**src/rtl/minmax_framer.sv**
```systemverilog
// Input sequencer for the MinMax stage: turns a gappy valid/sof sample
// stream into registered clear/enable/reset/data controls, bridging short
// stalls by repeating the last sample and closing the window on timeout.
module minmax_framer #(
  parameter int unsigned MSB       = 8,
  parameter int unsigned FRAME_LEN = 16,
  parameter int unsigned TIMEOUT   = 4,
  parameter int unsigned CW        = 8
) (
  input  logic          clock,
  input  logic          clear,
  input  logic          in_valid,
  input  logic          in_sof,
  input  logic [MSB:0]  in_data,
  output logic          mm_clear,
  output logic          mm_enable,
  output logic          mm_reset,
  output logic [MSB:0]  mm_in,
  output logic          win_start,
  output logic [CW-1:0] win_count,
  output logic          busy
);

  localparam logic [0:0] S_IDLE = 1'b0;
  localparam logic [0:0] S_RUN  = 1'b1;

  localparam logic [CW-1:0] FRAME_LEN_C = CW'(FRAME_LEN);
  localparam logic [CW-1:0] TIMEOUT_C   = CW'(TIMEOUT);

  logic [0:0]    state_q, state_d;
  logic [MSB:0]  held_q, held_d;
  logic [CW-1:0] count_q, count_d;
  logic [CW-1:0] gap_q, gap_d;
  logic          mm_clear_q, mm_clear_d;
  logic          mm_enable_q, mm_enable_d;
  logic          mm_reset_q, mm_reset_d;
  logic [MSB:0]  mm_in_q, mm_in_d;

  // Next-state and next-output decode; clear overrides every other case.
  always_comb begin
    state_d     = state_q;
    held_d      = held_q;
    count_d     = count_q;
    gap_d       = gap_q;
    mm_clear_d  = 1'b0;
    mm_enable_d = 1'b0;
    mm_reset_d  = 1'b0;
    mm_in_d     = held_q;

    if (clear) begin
      mm_clear_d = 1'b1;
      mm_in_d    = '0;
      state_d    = S_IDLE;
      held_d     = '0;
      count_d    = '0;
      gap_d      = '0;
    end else begin
      case (state_q)
        S_IDLE: begin
          if (in_valid) begin
            mm_enable_d = 1'b1;
            mm_reset_d  = 1'b1;
            mm_in_d     = in_data;
            held_d      = in_data;
            count_d     = CW'(1);
            gap_d       = '0;
            state_d     = S_RUN;
          end else begin
            count_d = '0;
          end
        end
        default: begin
          if (in_valid) begin
            mm_enable_d = 1'b1;
            mm_in_d     = in_data;
            held_d      = in_data;
            gap_d       = '0;
            // sof and a full window together still give a single restart
            if (in_sof || (count_q == FRAME_LEN_C)) begin
              mm_reset_d = 1'b1;
              count_d    = CW'(1);
            end else begin
              count_d = count_q + CW'(1);
            end
          end else if ((gap_q + CW'(1)) == TIMEOUT_C) begin
            count_d = '0;
            gap_d   = '0;
            state_d = S_IDLE;
          end else begin
            // repeating held keeps min/max unchanged across the stall
            mm_enable_d = 1'b1;
            gap_d       = gap_q + CW'(1);
          end
        end
      endcase
    end
  end

  // State and output registers.
  always_ff @(posedge clock) begin
    state_q     <= state_d;
    held_q      <= held_d;
    count_q     <= count_d;
    gap_q       <= gap_d;
    mm_clear_q  <= mm_clear_d;
    mm_enable_q <= mm_enable_d;
    mm_reset_q  <= mm_reset_d;
    mm_in_q     <= mm_in_d;
  end

  assign mm_clear  = mm_clear_q;
  assign mm_enable = mm_enable_q;
  assign mm_reset  = mm_reset_q;
  assign mm_in     = mm_in_q;
  assign win_start = mm_reset_q;
  assign win_count = count_q;
  assign busy      = (state_q == S_RUN);

endmodule

```
**config.mk**
```make
export PLATFORM = sky130hd
export DESIGN_NAME = minmax_framer
export DESIGN_NICKNAME = d
export VERILOG_FILES = /design/src/rtl/minmax_framer.sv
export SDC_FILE = /design/constraint.sdc
export NUM_CORES = 1
export LEC_CHECK = 0
export CAP_MARGIN = 15
export CORE_MARGIN = 10
export CORE_UTILIZATION = 49
export DETAILED_ROUTE_END_ITERATION = 10
export GPL_TIMING_DRIVEN = 0
export PLACE_DENSITY_LB_ADDON = 0.3
export SKIP_CTS_REPAIR_TIMING = 1
export SYNTH_ARGS = -nofsm -noshare
export SYNTH_HDL_FRONTEND = slang
export SYNTH_SLANG_ARGS = --single-unit
```
**constraint.sdc**
```tcl
create_clock -name clock -period 3.6 [get_ports clock]
set_clock_uncertainty 0.15 [all_clocks]
set_input_delay 0.36 -clock clock [delete_from_list [all_inputs] [get_ports clock]]
set_output_delay 0.36 -clock clock [all_outputs]
set_load 0.01 [all_outputs]
```
; After elaboration in Yosys (flattened, before gate mapping)
; Cells that the tools add are included.
[classes]
n_addsub = 2
multipliers = 0
div = 0
order_cmp = 0
n_eq_ne = 3
n_shift = 0
n_mux = 17
n_bitwise = 0
reduce_logical = 2
[ops]
columns = operator, n
row1 = $mux 8, 8
row2 = $add 8x1->8 const B, 2
row3 = $mux 1, 9
row4 = $eq 8x3->1 const B, 1
row5 = $eq 8x5->1 const B, 1
row6 = $ne 3x2->1 const B, 1
row7 = $reduce_bool 2->1, 1
row8 = $logic_or 1x1->1, 1
[word_totals]
regBits = 28
latch_bits = 0
ramBits = 0
mem_bits_ro = 0
in_bits = 13
output_inout_bits = 22
word_cells = 30
n_memories = 0

; Logic depth before layout (Yosys ltp)
[depth]
ltp_word = 5
mapped_depth = 7

; Least setup slack after synthesis
; Ideal clock, no wire load.
[synth_path]
path_type = reg2reg
from = reg gap_q[0]
to = reg count_q[2], in the netlist win_count[2]
setup_ps = 145
arrival_time_ps = 1542
t_required_ps = 3305
slack_ps = 1763
path_stages_with_launch = 6
n_path_buf = 0
path_cell_list = dfxtp_1 ha_1 xor2_1 nand3b_2 o41ai_4 a311oi_1
[synth_between]
elab_chain_len = 3
[synth_lines]
columns = element, line_no
row1 = start: declaration, 33  ; logic [CW-1:0] gap_q, gap_d;
row2 = start signal: assignment, 104  ; gap_q <= gap_d;
row3 = $add 8x1->8, 85  ; end else if ((gap_q + CW'(1)) == TIMEOUT_C) begin
row4 = $eq 8x3->1, 85
row5 = $ne 3x2->1 (no source line), n/a
row6 = end signal: assignment, 103  ; count_q <= count_d;
row7 = end: declaration, 32  ; logic [CW-1:0] count_q, count_d;
; Every way passes these cells.
; A chain may end at the register's enable or synchronous reset.

; Final worst setup path
[layout_path]
from = reg gap_q[0]
to = reg count_q[7], in the netlist win_count[7]
; Same word-level chain as after synthesis.

==> impl_metrics.toml <==
[route]
viasPerCell = 5.84
drtPass1Iterations = 4
post-route-drc-count = 0
ant_nets = 0
num_vias = 1220
wl_per_cell_um = 15.5
drt_iter0_markers = 123
wirelength_um = 3250

[finish]
multiInputGateArea_um2 = 709
regArea_um2 = 561
nNetsFinal = 197
num_antenna_cells = 0
syn2layout_area_growth_pct = 32.0
num-fill-cells = 198
drive_gt1_share_pct = 8.38

[worst_setup_path]
crit_required_ps = 3670
endpoint_kind = "flop"
r2r_start = "gap_q[0]"
worst_path_max_delay_cell = "o41ai_4"
cp_top_family = "compound AO/OA/AOI/OAI gates"
rr_worst_depth = 5
max_stage_delay_ps = 570
rr_endpoint = "win_count[7]"
arrival_ps = 2280
worst-setup-path-type = "reg2reg"
cp_num_buf_inv = 0
path_cells = "ha_1 -> xor2_1 -> nand3b_2 -> o41ai_4 -> a311oi_1"
start_kind = "flop"
ff2ff_setup_slack_ps = 1390
worstPathMaxFanout = 8

[min_path]
min_to = "mm_in[6]"
hold_class = "reg2reg"
holdCritStartpoint = "mm_in[6]"
hold_depth = 2

[yosys]
yosysMostFrequentCell = "dfxtp_1"
synth_edf_count = 0
yosys-top-cells-area = "dfxtp_1 42%, mux2i_1 6.7%, nor2_1 3.9%, ha_1 3.7%, a311oi_1 3.3%"
synth_async_sr_flop_share_pct = 0
synth_top_area_cell = "dfxtp_1"
ys.flop_type = "dfxtp_1"
ys_top_cells_by_count = "28 x dfxtp_1, 14 x nor2_1, 9 x mux2i_1"
ys_warn_count = 0
synthDistinctLibCells = 40
yosysTopAreaCellShare_pct = 41.6
synth_cells = 141
avgSynthCellArea_um2 = 9.55
synth_nets = 158
synth_area_mm2 = 0.00135
synth.ff_latch_count = 28
ys_seq_area_share_pct = 41.6

[floorplanning]
rows = 18
ios = 35
start_util_pct = 52.9
die_h_um = 72.4
die_w_um = 72.4
die_area_mm2 = 0.00524
core-area_mm2 = 0.00254

[clocking]
clockBufferDepth = 2
cts.clk_slew.worst_paths_ps = 160
cts_sinks = 28
cts-root-buf = "clkbuf_4"
cts_tree = "yes"
numCtsBuffers = 3
worstSkewPairLatency_ps = 340
htree_levels = 1

[global_routing]
grt_start_max_net_pins = 17
grt_pass1_vias = 1175
antenna_found_initial = 0
grt-ovfl-total = 0
grt_use_total_pct = 12.5
grt_first_pass_wirelength_um = 5430

[pwr]
power_density_mw_per_mm2 = 347
ir_worst_vdd_uv = 330
leakage_nw = 0.659

[status]
status = "completed"

[sta]
fin_setup_tns_ps = 0
timing.final.crit_share_pct = 61.5
max_freq_mhz = 452
slew_viol_final = 0
hold_viol = 0
setup_viol = 0
hold_slack_ps = 369
worstMarginPinSlew_ps = 548
grt_setup_unrepaired = "false"
period_needed_ps = 2210
fin_ws_ps = 1390
relSlewSlack_pct = 63.4

[placed_design]
dpl.hpwl_um = 2460
post-place-ws_ps = 1460
placement.io_buffers = 34
place_congestion = 0.876

[job]
max_cap_violations = 0
[layer usage]
| metal | track usage, % | share of wire (%) | up-vias |
|---|---|---|---|
| met1 | 13.6 | 41 | 581 |
| li1 | - | - | 591 |
| met2 | 20.2 | 46 | 43 |
| met5 | 0 | 0 | - |
| met3 | 7.35 | 12 | 5 |
| met4 | 3.59 | 0.89 | 0 |
[worst min-delay path, stage by stage, from the launching register on]
cell and delay [ps]:
dfxtp_1 360, mux2i_1 60, nor2_1 70
[layout make-up]
class / instances / share of cell area, %
Buffer: 10 / 3.24
Sequential cell: 28 / 31.5
Clock inverter: 1 / 1.69
Timing Repair Buffer: 34 / 19.2
Tap cell: 30 / 2.11
Clock buffer: 3 / 1.27
Multi-Input combinational cell: 98 / 39.9
Inverter: 5 / 1.06
[layout by cell type, fill, tap and decap left out, drive strengths merged, types with 3 or more instances in the layout]
master         count
and3               5
o31ai              4
o21ai              3
clkdlybuf4s50     34
o41ai              5
a21oi              8
mux2i              9
nand2              5
xor2               4
nand4              3
inv                5
a311oi             5
ha                 4
dfxtp             28
or2b               3
clkbuf             8
buf                5
nor2              14
[registers in the layout (all words and copies together), names as in the netlist]
| signal | cells |
|---|---|
| mm_in | 9 |
| win_count | 8 |
| mm_clear | 1 |
| mm_enable | 1 |
| gap_q | 8 |
| mm_reset | 1 |
[cell families after synthesis]
logic type | synth area share [%]
AO/OA/AOI/OAI | 19.7
XOR/XNOR | 3.90
adder cells (fa/ha/maj) | 3.72
buffers and inverters | 5.67
flip-flops | 41.6
multiplexers | 6.69
AND/OR/NAND/NOR | 18.7
[power by group]
group          internal [W]  switching [W]  leakage (nW)
sequential         0.000320     0.00000656         0.229
clock              0.000113      0.0000993        0.0279
combinational     0.0000440      0.0000335         0.403
[stage by stage]
stage / power, W / util [%] / area (µm²) / cells
3_5_place_dp: 0.000411 / 67.7 / 1720 / 205
3_3_place_gp: 0.000408 / 67.7 / 1720 / 205
2_1_floorplan: 0.000368 / - / 1350 / 141
6_report: 0.000616 / 69.8 / 1780 / 209
4_1_cts: 0.000620 / 69.8 / 1780 / 209
5_1_grt: 0.000643 / 69.8 / 1780 / 209
[worst max-delay path by stage]
| stage | from | end | slack (ps) | cells past startpoint |
|---|---|---|---|---|
| floorplan | gap_q[0] | win_count[2] | 1760 | 5 |
| detailed placement | clear | gap_q[0] | 1460 | 5 |
| finish | gap_q[0] | win_count[7] | 1390 | 5 |
| global placement | clear | gap_q[0] | 1470 | 5 |
| CTS | gap_q[0] | win_count[7] | 1390 | 5 |
| global route | gap_q[0] | win_count[2] | 1250 | 5 |
Note: power is estimated with default switching activity, not from simulation.
